[src/rtl/sseg_scan_ctrl_pkg.sv]
// Shared constants and helpers for the seven-segment scan controller.
// Widths, the display ceiling and the per-digit leading-zero thresholds
// match the downstream 4-digit decoder.
package sseg_scan_ctrl_pkg;

    localparam int unsigned NUM_DIGITS = 4;
    localparam int unsigned DIG_SEL_W  = 2;
    localparam int unsigned NUM_W      = 14;

    localparam logic [NUM_W-1:0] NUM_MAX  = 14'd9999;
    localparam logic [NUM_W-1:0] THR_TENS = 14'd10;
    localparam logic [NUM_W-1:0] THR_HUND = 14'd100;
    localparam logic [NUM_W-1:0] THR_THOU = 14'd1000;

    localparam logic [DIG_SEL_W-1:0] DIG_ONES = 2'd0;
    localparam logic [DIG_SEL_W-1:0] DIG_TENS = 2'd1;
    localparam logic [DIG_SEL_W-1:0] DIG_HUND = 2'd2;
    localparam logic [DIG_SEL_W-1:0] DIG_THOU = 2'd3;

    // Clamp a raw binary value to the largest value four digits can show.
    function automatic logic [NUM_W-1:0] sat_num(input logic [NUM_W-1:0] v);
        return (v > NUM_MAX) ? NUM_MAX : v;
    endfunction

    // True when the selected digit is a leading zero of v. The ones digit is
    // never a leading zero, so a value of 0 still shows a single "0".
    function automatic logic is_lead_zero(input logic [DIG_SEL_W-1:0] sel,
                                          input logic [NUM_W-1:0]     v);
        logic lz;
        lz = 1'b0;
        unique case (sel)
            DIG_THOU: lz = (v < THR_THOU);
            DIG_HUND: lz = (v < THR_HUND);
            DIG_TENS: lz = (v < THR_TENS);
            DIG_ONES: lz = 1'b0;
            default:  lz = 1'b0;
        endcase
        return lz;
    endfunction

endpackage

[src/rtl/sseg_scan_ctrl_if.sv]
// Value handshake between a producer and the scan controller.
//   num_in    : binary value to display (unsigned)
//   num_valid : num_in is valid this cycle
//   num_ready : consumer can take num_in this cycle
// A transfer happens in a cycle where num_valid and num_ready are both 1.
interface sseg_scan_ctrl_if;
    import sseg_scan_ctrl_pkg::*;

    logic [NUM_W-1:0] num_in;
    logic             num_valid;
    logic             num_ready;

    modport master (
        output num_in,
        output num_valid,
        input  num_ready
    );

    modport slave (
        input  num_in,
        input  num_valid,
        output num_ready
    );

endinterface

[src/rtl/sseg_scan_ctrl_tick_gen.sv]
// Prescaler producing a single-cycle tick once every DIV enabled cycles.
//   clk   : system clock, rising edge
//   rst_n : synchronous active-low reset
//   en    : 1 = count; 0 = hold the count at 0, no tick
//   tick  : high in the cycle the count equals DIV-1
// Dropping en restarts the period, so re-enabling gives a full DIV cycles.
module tick_gen #(
    parameter int unsigned DIV = 4
) (
    input  logic clk,
    input  logic rst_n,
    input  logic en,
    output logic tick
);

    localparam int unsigned CntW = (DIV > 1) ? $clog2(DIV) : 1;
    localparam logic [CntW-1:0] CntLast = CntW'(DIV - 1);

    logic [CntW-1:0] cnt_q, cnt_d;

    always_comb begin
        tick  = en && (cnt_q == CntLast);
        cnt_d = cnt_q;
        if (!en) begin
            cnt_d = '0;
        end else if (tick) begin
            cnt_d = '0;
        end else begin
            cnt_d = cnt_q + 1'b1;
        end
    end

    always_ff @(posedge clk) begin
        if (!rst_n) begin
            cnt_q <= '0;
        end else begin
            cnt_q <= cnt_d;
        end
    end

endmodule

[src/rtl/sseg_scan_ctrl.sv]
// Feeder for a 4-digit multiplexed seven-segment decoder.
// Takes a value over a valid/ready handshake, saturates it to 9999, parks it
// in a one-entry pending slot and commits it to num_out only at a frame
// boundary so a frame never shows a mix of old and new digits. Scans dig_sel
// 0..3 at the per-digit refresh rate and generates per-digit blanking.
//   clk        : system clock, rising edge
//   rst_n      : synchronous active-low reset
//   num_if     : slave side of the value handshake
//   enable     : 1 = scan; 0 = freeze dig_sel and blank the display
//   blank_lz   : 1 = blank leading zeros
//   num_out    : frame-stable value to the decoder, always <= 9999
//   dig_sel    : active digit, 0 = ones
//   dig_blank  : 1 = force the current digit dark
//   frame_done : one-cycle pulse coincident with dig_sel wrapping 3 -> 0
module sseg_scan_ctrl
    import sseg_scan_ctrl_pkg::*;
#(
    parameter int unsigned CLK_HZ     = 50_000_000,
    parameter int unsigned REFRESH_HZ = 1_000
) (
    input  logic                 clk,
    input  logic                 rst_n,
    sseg_scan_ctrl_if.slave      num_if,
    input  logic                 enable,
    input  logic                 blank_lz,
    output logic [NUM_W-1:0]     num_out,
    output logic [DIG_SEL_W-1:0] dig_sel,
    output logic                 dig_blank,
    output logic                 frame_done
);

    localparam int unsigned TICK_DIV = CLK_HZ / REFRESH_HZ;

    logic                 tick;
    logic                 accept;
    logic                 frame_end;
    logic                 commit;

    logic [DIG_SEL_W-1:0] dig_sel_q, dig_sel_d;
    logic [NUM_W-1:0]     num_out_q, num_out_d;
    logic [NUM_W-1:0]     pend_q, pend_d;
    logic                 pend_full_q, pend_full_d;
    logic                 frame_done_q;

    tick_gen #(
        .DIV (TICK_DIV)
    ) u_tick_gen (
        .clk   (clk),
        .rst_n (rst_n),
        .en    (enable),
        .tick  (tick)
    );

    // Ready is gated by rst_n so nothing is accepted while reset is held.
    assign num_if.num_ready = rst_n && !pend_full_q;
    assign accept           = num_if.num_valid && num_if.num_ready;

    // The last digit's tick closes the frame; that is the only commit point.
    assign frame_end = tick && (dig_sel_q == DIG_THOU);
    assign commit    = frame_end && pend_full_q;

    always_comb begin
        dig_sel_d   = dig_sel_q;
        num_out_d   = num_out_q;
        pend_d      = pend_q;
        pend_full_d = pend_full_q;

        if (tick) begin
            dig_sel_d = dig_sel_q + 1'b1;  // 3 wraps to 0
        end

        // accept and commit are mutually exclusive: accept needs an empty
        // slot, commit needs a full one.
        if (accept) begin
            pend_d      = sat_num(num_if.num_in);
            pend_full_d = 1'b1;
        end else if (commit) begin
            num_out_d   = pend_q;
            pend_full_d = 1'b0;
        end
    end

    always_ff @(posedge clk) begin
        if (!rst_n) begin
            dig_sel_q    <= '0;
            num_out_q    <= '0;
            pend_q       <= '0;
            pend_full_q  <= 1'b0;
            frame_done_q <= 1'b0;
        end else begin
            dig_sel_q    <= dig_sel_d;
            num_out_q    <= num_out_d;
            pend_q       <= pend_d;
            pend_full_q  <= pend_full_d;
            frame_done_q <= frame_end;
        end
    end

    assign num_out    = num_out_q;
    assign dig_sel    = dig_sel_q;
    assign frame_done = frame_done_q;
    assign dig_blank  = !enable || (blank_lz && is_lead_zero(dig_sel_q, num_out_q));

endmodule
[src/flat_wrapper.sv]
// flat-port wrapper written by rule: the top's interface ports become plain ports
module sseg_scan_ctrl_flat import sseg_scan_ctrl_pkg::*;
#(
    parameter int unsigned CLK_HZ     = 50_000_000,
    parameter int unsigned REFRESH_HZ = 1_000
)
  (clk, rst_n, enable, blank_lz, num_out, dig_sel, dig_blank, frame_done, num_if_num_in, num_if_num_valid, num_if_num_ready);
  sseg_scan_ctrl_if num_if_i ();
  input  logic clk;
  input  logic rst_n;
  input  logic enable;
  input  logic blank_lz;
  output logic [NUM_W-1:0] num_out;
  output logic [DIG_SEL_W-1:0] dig_sel;
  output logic dig_blank;
  output logic frame_done;
  input wire logic [$bits(num_if_i.num_in)-1:0] num_if_num_in;
  input wire logic [$bits(num_if_i.num_valid)-1:0] num_if_num_valid;
  output wire logic [$bits(num_if_i.num_ready)-1:0] num_if_num_ready;
  assign num_if_i.num_in = num_if_num_in;
  assign num_if_i.num_valid = num_if_num_valid;
  assign num_if_num_ready = num_if_i.num_ready;
  sseg_scan_ctrl #(.CLK_HZ(CLK_HZ), .REFRESH_HZ(REFRESH_HZ)) u_core (.clk(clk), .rst_n(rst_n), .num_if(num_if_i), .enable(enable), .blank_lz(blank_lz), .num_out(num_out), .dig_sel(dig_sel), .dig_blank(dig_blank), .frame_done(frame_done));
endmodule
[config.mk]
export PLATFORM = sky130hd
export DESIGN_NAME = sseg_scan_ctrl_flat
export DESIGN_NICKNAME = d
export VERILOG_FILES = /design/src/rtl/sseg_scan_ctrl_pkg.sv /design/src/rtl/sseg_scan_ctrl_if.sv /design/src/rtl/sseg_scan_ctrl_tick_gen.sv /design/src/rtl/sseg_scan_ctrl.sv /design/src/flat_wrapper.sv
export SDC_FILE = /design/constraint.sdc
export NUM_CORES = 1
export LEC_CHECK = 0
export BUFFER_PORTS_ARGS = -buffer_cell sky130_fd_sc_hd__buf_2
export CORE_MARGIN = 1
export CORE_UTILIZATION = 45
export DETAILED_ROUTE_END_ITERATION = 8
export GPL_ROUTABILITY_DRIVEN = 0
export HOLD_SLACK_MARGIN = 0.02
export PLACE_DENSITY = 0.66
export SYNTH_ARGS = -nofsm -noshare
export SYNTH_HDL_FRONTEND = slang
export SYNTH_HIERARCHICAL = 1
export SYNTH_SLANG_ARGS = --single-unit
[constraint.sdc]
create_clock -name clk -period 3.88 [get_ports clk]
set_input_delay 0.776 -clock clk [delete_from_list [all_inputs] [get_ports clk]]
set_output_delay 0.776 -clock clk [all_outputs]
set_load 0.03 [all_outputs]
==> results of run 1 <==
[flip-flops by register name (all words and copies together), names as in the netlist]
signal / count
u_core/frame_done: 1
u_core/num_out: 14
u_core/dig_sel: 2
u_core/u_tick_gen/cnt_q: 16
u_core/pend_q: 14
u_core/pend_full_q: 1
[stage by stage]
| step | worst slack, ns | total power [mW] | instance area, sq um |
|---|---|---|---|
| floorplan | 1.683 | 0.5558 | 2095 |
| global placement | 1.436 | 0.5744 | 2295 |
| detailed placement | 1.402 | 0.5753 | 2295 |
| CTS | 1.397 | 0.8551 | 2372 |
| global route | 1.314 | 0.8831 | 2372 |
| finish | 1.432 | 0.8427 | 2372 |
[power by group]
group	leakage (nW)	total, mW	switching [mW]	internal (mW)
Clock	0.0410	0.279	0.157	0.123
Combinational	0.500	0.0503	0.0276	0.0227
Sequential	0.390	0.513	0.00814	0.505
Total	0.931	0.843	0.192	0.650
[cells in the final DEF, fill, tap and decap left out, types with 2 or more instances in the layout]
cell type | Yosys | routed
a21boi_0 | 16 | 16
a2bb2oi_1 | 7 | 7
a32o_1 | 4 | 4
and2_1 | 2 | 2
and3_1 | 4 | 4
and4_1 | 2 | 2
buf_2 | 1 | 37
clkbuf_8 | 0 | 5
dfxtp_1 | 48 | 48
ha_1 | 5 | 5
inv_1 | 6 | 6
nand2_1 | 43 | 43
nand3_1 | 10 | 10
nand4_1 | 6 | 6
nor2_1 | 10 | 10
nor2_2 | 10 | 10
nor4_1 | 6 | 6
o21ai_0 | 5 | 5
xnor2_1 | 9 | 9
xor2_1 | 6 | 6
[cell usage after synthesis, types with 5 or more instances]
library cell  number  area, sq um
a21boi_0          16        120.1
a2bb2oi_1          7        61.31
clkbuf_1           6        22.52
dfxtp_1           48        960.9
ha_1               5        62.56
inv_1              6        22.52
nand2_1           43        161.4
nand3_1           10        50.05
nand4_1            6        37.54
nor2_1            10        37.54
nor2_2            10        62.56
nor4_1             6        37.54
o21ai_0            5        25.02
xnor2_1            9        78.83
xor2_1             6        52.55
[how the worst min path moves through the flow]
stage                       endpoint  cells after the start
global route        u_core/pend_q[9]                      2
CTS                 u_core/pend_q[9]                      2
finish              u_core/pend_q[0]                      2
floorplan           u_core/pend_q[0]                      2
detailed placement  u_core/pend_q[9]                      2
global placement    u_core/pend_q[9]                      2
[metal layers]
layer | vias up | track usage [%] | wire (um)
met5 | - | 0 | 0
met4 | 0 | 6.667 | 63
met3 | 6 | 4.762 | 218
met2 | 43 | 22.75 | 1676
met1 | 761 | 28.19 | 2203
li1 | 867 | - | -
[worst max-delay path, stage by stage]
cell and delay (ns):
buf_2 0.42, nor2b_1 0.25, buf_2 0.22
[kinds of logic after synthesis]
logic type	count (synthesis)	synth area share (%)
AO/OA/AOI/OAI	40	15.11
XOR/XNOR	15	6.273
adder cells (fa/ha/maj)	5	2.987
buffers and inverters	15	3.464
flip-flops	48	45.88
AND/OR/NAND/NOR	104	26.29
[layout make-up]
type / instances / area (sq um) / area share [%]
timing repair buffer: 37 / 185.2 / 7.806
tap: 52 / 65.06 / 2.743
inverter: 6 / 22.52 / 0.9494
multi-input combinational: 164 / 1061 / 44.73
clock inverter: 1 / 5.005 / 0.2110
sequential: 48 / 960.9 / 40.51
clock buffer: 6 / 72.57 / 3.059
==> impl_metrics.csv, run 1 <==
group,metric,value,unit
global_routing,gr-total-overflow,0,
sta,whs,0.4568,ns
sta,setup_violations,0,
cts,cts_buffer_depth,2,
final_layout,drive_gt1_share,23.28,%
global_routing,grt_max_degree,35,
floorplan,die-area,0.004932,sq mm
worst_setup_path,required,3.10,ns
placement,port_buffers,37,
global_routing,antenna_found_initial,0,
final_layout,antennaDiodeCount,0,
run_status,status,"finished, final reports clean",
final_layout,area_delta_synth_final,13.26,%
synthesis,synth_edf_count,0,
final_layout,fin_cells,314,
global_routing,first_global_vias,1411,
final_layout,fin_util,53.74,%
worst_setup_path,rr_startpoint,"u_core/u_tick_gen/cnt_q[0]",
worst_setup_path,critPathMaxFanout,34,
synthesis,synth_cell_types,40,
route,wirelength,4161,um
placement,dp_hpwl,2972,um
worst_setup_path,critPathCaptureType,"primary output",
sta,tns,0,ns
sta,fmax,408.4,MHz
worst_hold_path,min_from,"u_core/pend_q[0]",
synthesis,ys_seq_area_share,45.88,%
route,first_pass_iters,4,
sta,hold_violations,0,
worst_setup_path,cp-start-kind,"primary input",
cts,cts-root-buf,"clkbuf_8",
synthesis,async_flop_share,0,%
power_and_ir_drop,p_per_area,355.2,mW/mm^2
floorplan,die_y,70.23,um
synthesis,syn-cell-area,0.002095,sq mm
route,antenna_left,0,
route,drtIter0Drc,129,
synthesis,postSynthCellCount,227,
final_layout,fillers,417,
power_and_ir_drop,peakVddDrop,0.2366,mV
cts,cts.sinks,48,
floorplan,core-area,0.004414,sq mm
global_routing,track_usage,17.93,%
cts,cts_resized,0,
run,maxCapViolCount,0,
worst_hold_path,hp-class,"flip-flop to flip-flop",
cts,clkTransAtPathRegs,0.08,ns
sta,rsz0062_at_grt,"false",
route,wire_per_inst,13.25,um
floorplan,start_util,47.45,%
sta,min_period,2.448,ns
sta,slew_violations,0,
sta,skew,0.006510,ns
floorplan,die_w,70.23,um
power_and_ir_drop,p_leak,0.9305,nW
worst_setup_path,r2r_slack,1.64,ns
floorplan,ios,38,
route,vias,1677,
cts,htree_levels,2,
synthesis,ys_ff_latch,48,
cts,cts_tree,"built",
route,drc,0,
worst_setup_path,r2r_end,"u_core/num_out[7]",
cts,cts_buffers,5,
synthesis,ys_warn_count,6,
synthesis,postSynthAreaPerCell,9.227,sq um
floorplan,rows,24,
synthesis,synthFlopType,"dfxtp_1",
global_routing,grt_first_pass_wirelength,6906,um
cts,ctsHoldBuffers,0,
sta,worstMarginPinSlew,0.5528,ns
cts,post-cts-setup-buffer-count,0,
placement,dpl.cell_count,307,
worst_setup_path,cp-startpoint,"rst_n",
worst_setup_path,worstSetupPathType,"primary input to primary output",
final_layout,num-nets-final,286,
route,viasPerCell,5.341,
sta,maxSlewHeadroom,63.15,%
sta,period_share,63.10,%
cts,worstSkewPairLatency,0.30,ns
worst_setup_path,arrival,1.67,ns
worst_setup_path,critical_path.endpoint,"num_if_num_ready",
worst_setup_path,ff2ff_path_depth,7,
synthesis,syn_nets,251,
(Power assumes the default switching activity.)
==> run 2, diff against run 1 <==
- clock period: 3.88 -> 2.6 ns (I/O delays scaled with it)
==> impl_metrics.csv, run 2 (same netlist as run 1, synthesis figures left out) <==
group,metric,value,unit
sta,rsz0062_at_grt,"false",
route,vias,1640,
sta,maxSlewHeadroom,62.66,%
final_layout,multi_input_area,0.001061,sq mm
global_routing,grt_first_pass_wirelength,6969,um
floorplan,die_y,70.23,um
final_layout,fin_util,53.91,%
worst_hold_path,hp-class,"primary input to flip-flop",
sta,whs,0.4515,ns
cts,cts_tree,"built",
global_routing,first_global_vias,1417,
cts,worstSkewPairLatency,0.29,ns
floorplan,die_w,70.23,um
placement,port_buffers,37,
sta,setup_violations,0,
power_and_ir_drop,p_per_area,524.0,mW/mm^2
floorplan,rows,24,
sta,skew,0.006522,ns
final_layout,largest_register_ffs,16,
final_layout,finish.instance_area,0.002380,sq mm
worst_setup_path,worst_path_max_delay_cell,"and3_1",
power_and_ir_drop,peakVddDrop,0.2802,mV
sta,tns,0,ns
cts,cts.sinks,48,
worst_setup_path,r2r_slack,0.38,ns
cts,clkTransAtPathRegs,0.08,ns
worst_setup_path,required,2.81,ns
route,wire_per_inst,12.85,um
cts,post-cts-setup-buffer-count,0,
power_and_ir_drop,p_leak,0.9353,nW
route,wirelength,4048,um
final_layout,antennaDiodeCount,0,
route,viasPerCell,5.206,
cts,cts_resized,0,
global_routing,grt_max_degree,34,
sta,slew_violations,0,
sta,worstMarginPinSlew,0.5602,ns
worst_setup_path,crit_top_cell,"and3_1",
worst_setup_path,worstSetupPathType,"flip-flop to flip-flop",
final_layout,regMostFlops,"u_core/u_tick_gen/cnt_q",
sta,fmax,449.5,MHz
cts,ctsHoldBuffers,0,
final_layout,drive_gt1_share,23.57,%
run,maxCapViolCount,0,
final_layout,fillers,423,
worst_setup_path,critPathCaptureType,"flip-flop",
sta,period_share,85.57,%
worst_setup_path,max_stage_delay,0.55,ns
worst_setup_path,arrival,2.44,ns
cts,cts_buffer_depth,2,
floorplan,core-area,0.004414,sq mm
worst_setup_path,cp-start-kind,"flip-flop",
route,first_pass_iters,4,
run_status,status,"finished, final reports clean",
worst_setup_path,path_cells,"ha_1 > and3_1 > and4_1 > and2_1 > and3_1 > nand2_1 > a21boi_0",
floorplan,die-area,0.004932,sq mm
worst_setup_path,critPathMaxFanout,15,
sta,hold_violations,0,
route,antenna_left,0,
placement,placedInstanceArea,0.002302,sq mm
final_layout,final_common_cell,"dfxtp_1",
global_routing,antenna_found_initial,0,
global_routing,track_usage,18.18,%
cts,cts-root-buf,"clkbuf_8",
cts,htree_levels,2,
placement,dp_hpwl,2974,um
cts,cts_buffers,5,
route,drc,0,
floorplan,start_util,47.45,%
route,drtIter0Drc,69,
final_layout,num-nets-final,287,
global_routing,gr-total-overflow,0,
sta,min_period,2.225,ns
final_layout,seq_area,960.9,sq um
floorplan,ios,38,
final_layout,most-common-layout-cells,"dfxtp_1 (48), nand2_1 (43), buf_2 (37)",
final_layout,area_delta_synth_final,13.62,%
## run 2: cell types whose count changed in the layout (fill, tap and decap cells not counted)
cell / before / now
buf_4: 0 / 1
## run 2: worst paths after layout
check | cells after the start | endpoint | from
hold reg to reg | 2 | u_core/pend_q[0] | u_core/pend_q[0]
hold / removal | 2 | u_core/pend_q[6] | num_if_num_in[6]
setup / recovery | 7 | u_core/num_out[8] | u_core/u_tick_gen/cnt_q[0]
setup reg to reg | 7 | u_core/num_out[8] | u_core/u_tick_gen/cnt_q[0]
## run 2: report_power, final
| part | internal [mW] | switching (mW) | leakage [nW] | total (mW) |
|---|---|---|---|---|
| clock network | 0.183 | 0.222 | 0.0410 | 0.405 |
| logic | 0.0348 | 0.0416 | 0.504 | 0.0764 |
| registers | 0.754 | 0.0123 | 0.390 | 0.766 |
## run 2: final cells by class
class                   count  share of cell area (%)
clock inverters             1                  0.2103
multi-input cells         164                   44.58
clock buffers               6                   3.049
inverters                   6                  0.9464
flip-flops and latches     48                   40.38
well taps                  52                   2.734
repair buffers             38                   8.097
## run 2: per-stage QoR
stage | instances | power (mW) | worst slack, ns
floorplan | 227 | 0.8294 | 0.6230
global placement | 308 | 0.8595 | 0.4565
detailed placement | 308 | 0.8599 | 0.3743
CTS | 315 | 1.266 | 0.3625
global route | 315 | 1.309 | 0.1227
finish | 315 | 1.247 | 0.3751
## run 2: routing by layer
layer	GRT usage (%)	part of all wire [%]
met1	28.73	55
met2	22.96	39
met3	4.762	4.2
met4	6.667	1.5
met5	0	0
## run 2: critical path, delay by kind of cell, from the launching register on
| kind | cells | cell delay [ns] |
|---|---|---|
| AO/OA/AOI/OAI | 1 | 0.18 |
| adder cells (fa/ha/maj) | 1 | 0.22 |
| AND/OR/NAND/NOR | 5 | 1.35 |
| flip-flops | 1 | 0.40 |
==> run 3, diff against run 2 <==
- PLACE_DENSITY: 0.66 -> 0.68
- clock period: 2.6 -> 1.85 ns (I/O delays scaled with it)
==> impl_metrics.csv, run 3 (same netlist as run 1, synthesis figures left out) <==
group,metric,value,unit
run_status,status,"complete, but fails checks",
run_status,failed_checks,"negative setup slack",
run,maxCapViolCount,0,
route,wire_per_inst,13.25,um
final_layout,fillers,405,
worst_hold_path,hold_end,"u_core/pend_q[7]",
worst_setup_path,ff2ff_path_depth,8,
route,vias,1741,
sta,rsz0062_at_grt,"true",
global_routing,antenna_found_initial,0,
sta,slew_violations,0,
final_layout,drive_gt1_share,34.40,%
sta,fmax,539.8,MHz
worst_setup_path,max_stage_delay,0.35,ns
placement,placedInstanceArea,0.002415,sq mm
sta,maxSlewHeadroom,67.85,%
power_and_ir_drop,p_switching,0.4048,mW
worst_setup_path,arrival,1.48,ns
power_and_ir_drop,swShare,22.85,%
power_and_ir_drop,power,1.772,mW
global_routing,first_global_vias,1578,
global_routing,grt_first_pass_wirelength,7424,um
sta,skew,0.003100,ns
worst_setup_path,crit_buf_inv,1,
final_layout,finish.instance_area,0.002619,sq mm
cts,htree_levels,2,
placement,dp_hpwl,3125,um
global_routing,grt_max_degree,34,
final_layout,antennaDiodeCount,0,
cts,cts_buffer_depth,2,
route,antenna_left,0,
floorplan,start_util,47.45,%
floorplan,rows,24,
sta,period_share,100.1,%
final_layout,final_common_cell,"nand2_1",
power_and_ir_drop,p_leak,1.058,nW
final_layout,multi_input_area,0.001126,sq mm
power_and_ir_drop,seqPwrFrac,60.5,%
final_layout,num-nets-final,306,
worst_hold_path,hp-class,"primary input to flip-flop",
sta,hold_violations,0,
cts,cts-root-buf,"clkbuf_8",
floorplan,ios,38,
cts,cts_buffers,5,
worst_setup_path,r2r_end,"u_core/num_out[11]",
placement,port_buffers,37,
final_layout,area_delta_synth_final,25.03,%
placement,preCtsSetupSlack,0.07696,ns
worst_setup_path,r2r_slack,0.12,ns
final_layout,largest_register_ffs,16,
worst_setup_path,critPathMaxFanout,4,
sta,setup_violations,1,
sta,min_period,1.852,ns
power_and_ir_drop,peakVddDrop,0.4127,mV
worst_setup_path,required,1.48,ns
worst_hold_path,min_from,"num_if_num_in[7]",
worst_setup_path,rr_startpoint,"u_core/u_tick_gen/cnt_q[0]",
worst_setup_path,worstSetupPathType,"flip-flop to primary output",
route,wirelength,4424,um
worst_setup_path,cp-start-kind,"flip-flop",
final_layout,most-common-layout-cells,"nand2_1 (43), dfxtp_1 (42), buf_2 (36)",
worst_setup_path,critPathCaptureType,"primary output",
final_layout,seq_area,973.4,sq um
power_and_ir_drop,pwr-share-comb,6.4,%
worst_setup_path,cp-startpoint,"u_core/num_out[2]",
final_layout,regMostFlops,"u_core/u_tick_gen/cnt_q",
floorplan,die_y,70.23,um
worst_setup_path,crit_family,"compound AO/OA/AOI/OAI gates",
power_and_ir_drop,internal-power,1.367,mW
cts,clkTransAtPathRegs,0.08,ns
power_and_ir_drop,clkPwrFrac,33.1,%
global_routing,gr-total-overflow,0,
route,drc,0,
global_routing,track_usage,18.81,%
power_and_ir_drop,p_per_area,676.5,mW/mm^2
worst_hold_path,min_path_cells,2,
route,first_pass_iters,4,
route,drtIter0Drc,105,
route,viasPerCell,5.213,
sta,setup_ws,-0.002416,ns
cts,worstSkewPairLatency,0.30,ns
floorplan,die_w,70.23,um
worst_setup_path,path_cells,"o31ai_1 > nand2_1 > a211oi_2 > o31a_1 > buf_6",
sta,worstMarginPinSlew,0.4811,ns
worst_setup_path,worst_path_max_delay_cell,"dfxtp_2",
floorplan,die-area,0.004932,sq mm
cts,cts.sinks,48,
cts,cts_tree,"built",
floorplan,core-area,0.004414,sq mm
==> run 3: metrics by stage <==
step                      hold WS (ns)  std cells  utilization, %  setup TNS (ns)
final                           0.2914        334           59.33       -0.002416
after global routing            0.2962        334           59.33        -0.05141
after CTS                       0.2905        334           58.70        -0.04606
after detailed placement        0.4467        321           54.71               0
after global placement          0.4453        321           54.71               0
after floorplan                 0.4351        227               -               0
==> run 3: power groups by stage <==
stage	combinational [mW]	sequential [mW]	clock (mW)
after floorplan	0.0712	1.09	0
after global placement	0.110	1.10	0
after detailed placement	0.112	1.10	0
after CTS	0.114	1.07	0.604
after global routing	0.124	1.07	0.638
final	0.114	1.07	0.586
==> run 3: metal layers <==
metal	GRT usage [%]	share of wire, %	wire length, um	vias to the layer above
li1	-	-	-	899
met1	28.47	54	2382	792
met2	25.82	41	1824	44
met3	3.175	3.6	161	6
met4	8.222	1.2	55	0
met5	0	0	0	-
==> run 3: worst max-delay path by stage <==
stage	to	slack, ns	cells after the start
after global routing	dig_blank	-0.05	5
after global placement	u_core/pend_q[2]	0.13	5
after CTS	dig_blank	-0.05	4
after detailed placement	u_core/pend_q[1]	0.08	5
final	dig_blank	-0.002	5
after floorplan	u_core/num_out[5]	0.03	9
==> run 3: layout make-up <==
type,instances,area share [%]
clock buffer,6,2.771
clock inverter,1,0.1911
sequential,48,37.17
tap,52,2.484
inverter,6,0.8600
multi-input combinational,164,43.00
timing repair buffer,57,13.52
==> run 3: repair_timing <==
action                     in CTS  in global routing
setup endpoints to repair       1                  9
buffers inserted                6                  0
hold buffers                    0                  0
gates resized for setup        18                  8
hold endpoints to repair        0                  0
pin swaps                       5                  3
